===== config.mk =====
export PLATFORM = sky130hd
export DESIGN_NAME = imem_prog_loader
export DESIGN_NICKNAME = d
export VERILOG_FILES = /design/src/rtl/imem_pkg.sv /design/src/rtl/loader_ram.sv /design/src/rtl/imem_prog_loader.sv
export SDC_FILE = /design/constraint.sdc
export NUM_CORES = 1
export LEC_CHECK = 0
export CORE_UTILIZATION = 40
export CTS_CLUSTER_DIAMETER = 150
export CTS_CLUSTER_SIZE = 24
export DETAILED_ROUTE_END_ITERATION = 8
export PLACE_DENSITY_LB_ADDON = 0.15
export SLEW_MARGIN = 20
export SYNTH_ARGS = -nofsm -noshare
export SYNTH_HDL_FRONTEND = slang
export SYNTH_HIERARCHICAL = 1
export SYNTH_SLANG_ARGS = --single-unit

===== constraint.sdc =====
create_clock -name clk -period 7.4 [get_ports clk]
set_input_delay 1.11 -clock clk [delete_from_list [all_inputs] [get_ports clk]]
set_output_delay 1.11 -clock clk [all_outputs]
set_load 0.005 [all_outputs]

===== src/rtl/imem_pkg.sv =====
// Shared types and constants for the instruction-memory program loader.
package imem_pkg;

    typedef enum logic [2:0] {
        LEN  = 3'd0,
        DATA = 3'd1,
        CSUM = 3'd2,
        RUN  = 3'd3,
        ERR  = 3'd4
    } load_state_e;

    localparam logic [7:0] NOP_CODE = 8'h80;

    localparam logic [1:0] OP_ADD = 2'b00;
    localparam logic [1:0] OP_SLL = 2'b01;
    localparam logic [1:0] OP_NOP = 2'b10;
    localparam logic [1:0] OP_JMP = 2'b11;

    // Running image checksum: plain byte sum, wrapping at 8 bits.
    function automatic logic [7:0] csum_add(input logic [7:0] sum, input logic [7:0] data);
        return sum + data;
    endfunction

endpackage


===== src/rtl/loader_ram.sv =====
// Instruction RAM: synchronous write port from the loader, asynchronous read port for fetch.
module loader_ram #(
    parameter int DEPTH = 64,
    parameter int AW    = 6
) (
    input  logic          clk,
    input  logic          we,
    input  logic [AW-1:0] waddr,
    input  logic [7:0]    wdata,
    input  logic [AW-1:0] raddr,
    output logic [7:0]    rdata
);

    logic [7:0] mem_r [DEPTH];

    // Byte write from the loader while an image streams in.
    always_ff @(posedge clk) begin
        if (we) begin
            mem_r[waddr] <= wdata;
        end
    end

    assign rdata = mem_r[raddr];

endmodule


===== src/rtl/imem_prog_loader.sv =====
// Loads a framed, checksummed program image into instruction RAM and
// releases the core from reset only once the image is verified.
module imem_prog_loader
    import imem_pkg::*;
#(
    parameter int         DEPTH    = 64,
    parameter int         ADDR_W   = 8,
    parameter logic [7:0] NOP_CODE = imem_pkg::NOP_CODE
) (
    input  logic              clk,
    input  logic              reset,
    input  logic              s_valid,
    output logic              s_ready,
    input  logic [7:0]        s_data,
    input  logic              reload,
    input  logic [ADDR_W-1:0] fetch_addr,
    output logic [7:0]        fetch_data,
    output logic              cpu_reset_n,
    output logic              load_done,
    output logic              load_err,
    output logic [ADDR_W-1:0] loaded_len
);

    localparam int         RAM_AW  = (DEPTH > 1) ? $clog2(DEPTH) : 1;
    localparam logic [8:0] DEPTH_9 = 9'(DEPTH);

    load_state_e       state_r;
    logic [ADDR_W-1:0] len_r;
    logic [ADDR_W-1:0] addr_r;
    logic [7:0]        sum_r;
    logic              cpu_reset_n_r;
    logic              load_done_r;
    logic              load_err_r;
    logic [ADDR_W-1:0] loaded_len_r;

    logic              ram_we_s;
    logic [7:0]        ram_rdata_s;
    logic              fetch_hit_s;

    // Byte acceptance depends only on state; RUN and ERR refuse all traffic.
    always_comb begin
        s_ready = 1'b0;
        case (state_r)
            LEN, DATA, CSUM: s_ready = 1'b1;
            RUN, ERR:        s_ready = 1'b0;
            default:         s_ready = 1'b0;
        endcase
    end

    // A reload in the same cycle drops the byte, so it must also block the RAM write.
    assign ram_we_s = (state_r == DATA) && s_valid && !reload;

    // Loader FSM with its registered status outputs.
    always_ff @(posedge clk or negedge reset) begin
        if (!reset) begin
            state_r       <= LEN;
            len_r         <= {ADDR_W{1'b0}};
            addr_r        <= {ADDR_W{1'b0}};
            sum_r         <= 8'h00;
            cpu_reset_n_r <= 1'b0;
            load_done_r   <= 1'b0;
            load_err_r    <= 1'b0;
            loaded_len_r  <= {ADDR_W{1'b0}};
        end else if (reload) begin
            state_r       <= LEN;
            addr_r        <= {ADDR_W{1'b0}};
            sum_r         <= 8'h00;
            cpu_reset_n_r <= 1'b0;
            load_done_r   <= 1'b0;
            load_err_r    <= 1'b0;
            loaded_len_r  <= {ADDR_W{1'b0}};
        end else begin
            case (state_r)
                LEN: begin
                    if (s_valid) begin
                        if ((s_data == 8'h00) || ({1'b0, s_data} > DEPTH_9)) begin
                            state_r    <= ERR;
                            load_err_r <= 1'b1;
                        end else begin
                            len_r   <= ADDR_W'(s_data);
                            addr_r  <= {ADDR_W{1'b0}};
                            sum_r   <= 8'h00;
                            state_r <= DATA;
                        end
                    end
                end
                DATA: begin
                    if (s_valid) begin
                        sum_r  <= csum_add(sum_r, s_data);
                        addr_r <= addr_r + ADDR_W'(1);
                        if ((addr_r + ADDR_W'(1)) == len_r) begin
                            state_r <= CSUM;
                        end
                    end
                end
                CSUM: begin
                    if (s_valid) begin
                        if (s_data == sum_r) begin
                            state_r       <= RUN;
                            loaded_len_r  <= len_r;
                            cpu_reset_n_r <= 1'b1;
                            load_done_r   <= 1'b1;
                        end else begin
                            state_r    <= ERR;
                            load_err_r <= 1'b1;
                        end
                    end
                end
                RUN, ERR: begin
                    state_r <= state_r;
                end
                default: begin
                    state_r       <= LEN;
                    cpu_reset_n_r <= 1'b0;
                    load_done_r   <= 1'b0;
                    load_err_r    <= 1'b0;
                end
            endcase
        end
    end

    loader_ram #(
        .DEPTH (DEPTH),
        .AW    (RAM_AW)
    ) u_ram (
        .clk   (clk),
        .we    (ram_we_s),
        .waddr (addr_r[RAM_AW-1:0]),
        .wdata (s_data),
        .raddr (fetch_addr[RAM_AW-1:0]),
        .rdata (ram_rdata_s)
    );

    // Only bytes of the current verified image are visible; stale RAM reads as nop.
    assign fetch_hit_s = (state_r == RUN) && (fetch_addr < loaded_len_r);

    always_comb begin
        fetch_data = NOP_CODE;
        if (fetch_hit_s) begin
            fetch_data = ram_rdata_s;
        end else begin
            fetch_data = NOP_CODE;
        end
    end

    assign cpu_reset_n = cpu_reset_n_r;
    assign load_done   = load_done_r;
    assign load_err    = load_err_r;
    assign loaded_len  = loaded_len_r;

endmodule


After elaboration in Yosys (flattened, before gate mapping) --
Memories as Yosys holds them, arrays and structs flattened. Cells that the tools add are included.
Operators by class: reduce and logical (&&, ||, !) cells 21, bitwise operators 2, mux-type cells 34, equal/unequal tests 17, add/sub/neg operators 2, $lt $le $gt $ge 2
Operator list (number):
- 8-bit 2-to-1 mux | 11
- 8-bit one-hot mux with 2 select lines | 2
- 3-bit 2-to-1 mux | 7
- 3-bit != test (second input constant) | 7
- 8-bit equality test | 2
- 3-bit one-hot mux with 4 select lines | 1
- 1-bit 2-to-1 mux | 11
- 5-bit AND reduction | 2
- 8-bit by 1-bit adder with 8-bit output (second input constant) | 1
- 8-bit adder | 1
- 8-bit by 7-bit greater-than comparator with 1-bit output (second input constant) | 1
- 8-bit logical NOT | 1
- 8-bit < comparator | 1
- 4-bit AND reduction | 2
- 3-bit by 2-bit equality test with 1-bit output (second input constant) | 2
- 3-bit AND reduction | 2
- 2-bit nonzero test | 3
- 3-bit OR reduction | 2
- 2-bit by 1-bit != test with 1-bit output (second input constant) | 2
- 4-bit OR reduction | 1
- 3-bit by 1-bit equality test with 1-bit output (second input constant) | 1
- 3-bit equality test (second input constant) | 1
- 1-bit logical AND | 3
- 3-bit logical NOT | 1
- other kinds (9) | 10
Storage, ports and cells: output and inout port bits 20, logic and storage cells 86, register bits 37, input bits 20, memories kept 1, memory bits (writable) 512
Memory list:
- u_ram.mem_r | words 64, bits a word 8, rd ports 1, clocked after Yosys merged registers in 0, wr ports 1, line loader_ram.sv:14 | logic [7:0] mem_r [DEPTH];

Logic depth before layout (Yosys ltp) --
word-level depth 6, depth in mapped cells 11, gate-level depth less buffers 7

Modules after synthesis --
Netlist, hierarchy kept.
Modules (own cells, without submodules):
- loader_ram | times used 1, seq. area each 15374.7 um^2, cells each 932, area an instance 20006.7 um^2
- imem_prog_loader | times used 1, seq. area each 925.9 um^2, cells each 247, area an instance 2382.3 um^2

Least setup slack after synthesis --
OpenSTA, ideal clock, no wires.
path kind in2out, start point input fetch_addr[1], end point output fetch_data[7], arrival 2.885 ns, stages 8, required time 6.290 ns, path buffers 3, setup slack 3.405 ns, cell sequence buf_4 buf_2 buf_2 mux4_2 mux4_2 o21ai_0 nand2_1 a211o_1
Between the ends: elaborated cells between the ends (all ways) 4, those cells by class order compare (1); mux (1); reduce/logical (1); memory (1)
RTL lines:
- from (decl) | line imem_prog_loader.sv:16 | input logic [ADDR_W-1:0] fetch_addr,
- memory read 64 x 8 bit
- net ram_rdata_s[7] | line imem_prog_loader.sv:37 | logic [7:0] ram_rdata_s;
- 8-bit 2-to-1 mux | line imem_prog_loader.sv:139 | if (fetch_hit_s) begin
- to (decl) | line imem_prog_loader.sv:17 | output logic [7:0] fetch_data,
The timed path passes the listed nets, and every way through them passes these cells.

Worst setup path after layout --
start point input fetch_addr[0], end point output fetch_data[6]
The elaborated chain is that of the path after synthesis.

==> summary.md <==
| Metric | Value |
|---|---|
| Status | `finished clean` |
| Mapped Cells | `1179` |
| Starting Density | `40.56%` |
| Synth Flop Type | `edfxtp_1` |
| CTS Hold Bufs | `0` |
| Post-route DRC | `0` |
| Post_cts resized | `0` |
| Hold Path Class | `flop to flop` |
| Worst Path Required | `6.29 ns` |
| Hold Crit Start | `load_err` |
| Worst-case reg-to-reg path depth | `6` |
| Worst vdd ir | `0.1783 mV` |
| F_max | `0.1785 GHz` |
| CP Depth | `10` |
| Largest net degree at the start of global routing | `71` |
| Layout cells sized above 1 | `17.91%` |
| Core ar. | `0.05520 mm²` |
| Die H | `238.6 µm` |
| Final worst clock skew | `0.01635 ns` |
| CTS Buffer Depth | `3` |
| Pleak | `7.508 nW` |
| Async SR Flop Fraction | `6.740%` |
| Max FO, Critical Path | `61` |
| Cell area after synthesis | `0.02239 mm²` |
| Yosys warns | `6` |
| Final HPWL DP | `31940 µm` |
| CTS H-tree lvls | `1` |
| CTS tree | `yes` |
| Routed vias/inst | `5.689` |
| # diodes | `0` |
| RSZ-0062 raised after global routing | `no` |
| Mean Syn Cell Area | `18.99 µm²` |
| Total placed cells including tap cells | `1928` |
| Initial DRC count | `914` |
| Hold Vio Cnt, Final | `0` |
| Reg-to-Reg End | `u_ram/mem_r[62][3]` |
| Final net count | `1244` |
| Final Max Slew Viols | `0` |
| Clock latency on the worst-skew pair | `0.59 ns` |
| Critical path class | `input port to primary output` |
| Slew HR | `26.35%` |
| GR Util All Layers | `18.94%` |
| Min cycle time layout | `5.604 ns` |
| Remaining antenna violation count | `0` |
| Worst-margin pin slew | `1.101 ns` |
| Initial antenna violation count | `0` |
| Critical path cell sequence | `clkbuf_8 > buf_12 > mux4_2 > mux2_2 > o221a_2 > nor3_1 > o32ai_1 > nand2_1 > a21oi_1 > clkdlybuf4s50_1` |
| Fin cells | `1965` |
| Syn nets | `1215` |
| CP Launch Type | `input port` |
| CTS root buffer | `clkbuf_16` |
| Crit path max-delay cell type | `mux4_2` |
| Drt total wl | `53040 µm` |
| Global route total overflow | `0` |
| Critical Path Sink | `fetch_data[6]` |
| I/O pins | `40` |
| Max Cap Viol | `0` |
| Tcrit/Tclk final | `75.72%` |
| PD cells | `225.3 mW/mm²` |
| Setup tns final | `0 ns` |
| First-pass GRT wire length | `77920 µm` |
| R2r startpoint | `state_r[1]` |
| Gp weighted congestion | `0.7494` |
| Critical path endpoint category | `primary output` |
| Clock transition at path regs | `0.10 ns` |
| Final setup vio count | `0` |
| Post-synthesis sequential element count | `549` |
| Worst reg-to-reg setup slack | `3.51 ns` |
| Buffers on Ports | `39` |
| Number of global-route vias before repair | `11263` |
| Max incr delay on CP | `0.56 ns` |
| WP data arrival | `4.49 ns` |
| Cell family with most CP delay | `buffers and inverters` |
| Sequential share of the synthesized area | `72.81%` |
| EDFF count, synth | `512` |
| Routed WL per cell | `26.99 µm` |
| Worst Path Buf+Inv | `3` |
| Die Area | `0.05692 mm²` |
| Rows | `86` |
| Num CTS Buffers | `26` |
| # clock sinks | `549` |
| CP Launch Point | `fetch_addr[0]` |
| Area Overhead vs Synth | `8.126%` |
| Post-CTS Setup Inserts | `0` |
| Die width | `238.6 µm` |
| Via count | `11178` |
| Number of library cell types mapped by synthesis | `68` |
| Router iterations before antenna repair | `6` |
-- synthesized netlist by cell type, drive strengths merged, types with 15 or more instances --
| master | count | area (µm²) |
|---|---|---|
| buf | 38 | 282.8 |
| a21oi | 22 | 110.1 |
| mux2i | 24 | 240.2 |
| clkbuf | 21 | 78.83 |
| mux4 | 126 | 2838 |
| nand3 | 27 | 140.1 |
| ha | 15 | 187.7 |
| inv | 16 | 60.06 |
| nor2 | 95 | 356.6 |
| nand2 | 35 | 131.4 |
| edfxtp | 512 | 15370 |
| dfrtp | 37 | 925.9 |
| nor2b | 17 | 106.4 |
| mux2 | 21 | 236.5 |
| a22o | 17 | 148.9 |
-- sequential cells by signal, summed over array words and instances (netlist names) --
name and flops:
u_ram/mem_r 512, addr_r 8, len_r 8, loaded_len 8
sum_r 8, state_r 3, load_done 1, load_err 1
-- worst min path at each step --
stage                     to  slack, ns  cells after the start
detailed placement  load_err       0.48                      1
floorplan           sum_r[0]       0.47                      1
global placement    load_err       0.47                      1
CTS                 load_err       0.50                      1
global route        load_err       0.51                      1
finish              load_err       0.49                      1
-- per-layer routing --
layer,vias to the layer above,GRT usage [%],routed length (µm)
li1,4839,-,-
met5,-,0,0
met3,49,2.864,2966
met2,294,29.67,24890
met1,5996,28.06,24260
met4,0,4.118,924
-- final cells by class --
cell class,count,area [µm²]
clock buffer,36,709.4
multi-input combinational,554,5664
inverter,17,63.81
clock inverter,1,5.005
tap,748,935.9
fill,4794,30990
timing repair buffer,60,529.3
sequential,549,16300
-- cells by family (layout without fill, tap and decap cells) --
logic type / count (synthesis) / in the layout / synth area share (%)
simple gates: 228 / 228 / 4.935
xor+xnor: 14 / 14 / 0.5477
flops: 549 / 549 / 72.81
compound gates: 125 / 125 / 4.080
fa+ha+maj: 16 / 16 / 0.9277
buf+inv: 76 / 114 / 1.900
mux: 171 / 171 / 14.80
-- stage by stage --
stage / utilization, % / setup WS, ns / area [µm²] / power (mW) / hold WS [ns]
after floorplan: - / 3.405 / 22390 / 3.775 / 0.4699
after global placement: 42.56 / 1.703 / 23490 / 3.936 / 0.4654
after detailed placement: 42.56 / 1.691 / 23490 / 3.939 / 0.4767
after CTS: 43.85 / 1.664 / 24210 / 5.511 / 0.5003
after global routing: 43.86 / 1.580 / 24210 / 5.647 / 0.5070
final: 43.86 / 1.796 / 24210 / 5.455 / 0.4944
-- where the power goes --
group          internal, mW  switching [mW]  leakage [nW]
combinational         0.168           0.242          2.06
sequential             3.42          0.0367          5.10
clock                 0.670           0.922         0.347
total                  4.25            1.20          7.51
-- placed cells by master (no fill, tap or decap), types with 16 or more instances in the layout --
master	n
clkbuf_16	27
mux2i_1	24
mux4_2	126
mux2_2	21
nor2b_1	17
nand2_1	35
nand3_1	26
buf_4	20
a21oi_1	22
edfxtp_1	512
dfrtp_1	37
clkdlybuf4s50_1	25
nor2_1	95
inv_1	16
a22o_1	17
Power figures use the tool's default switching activity.
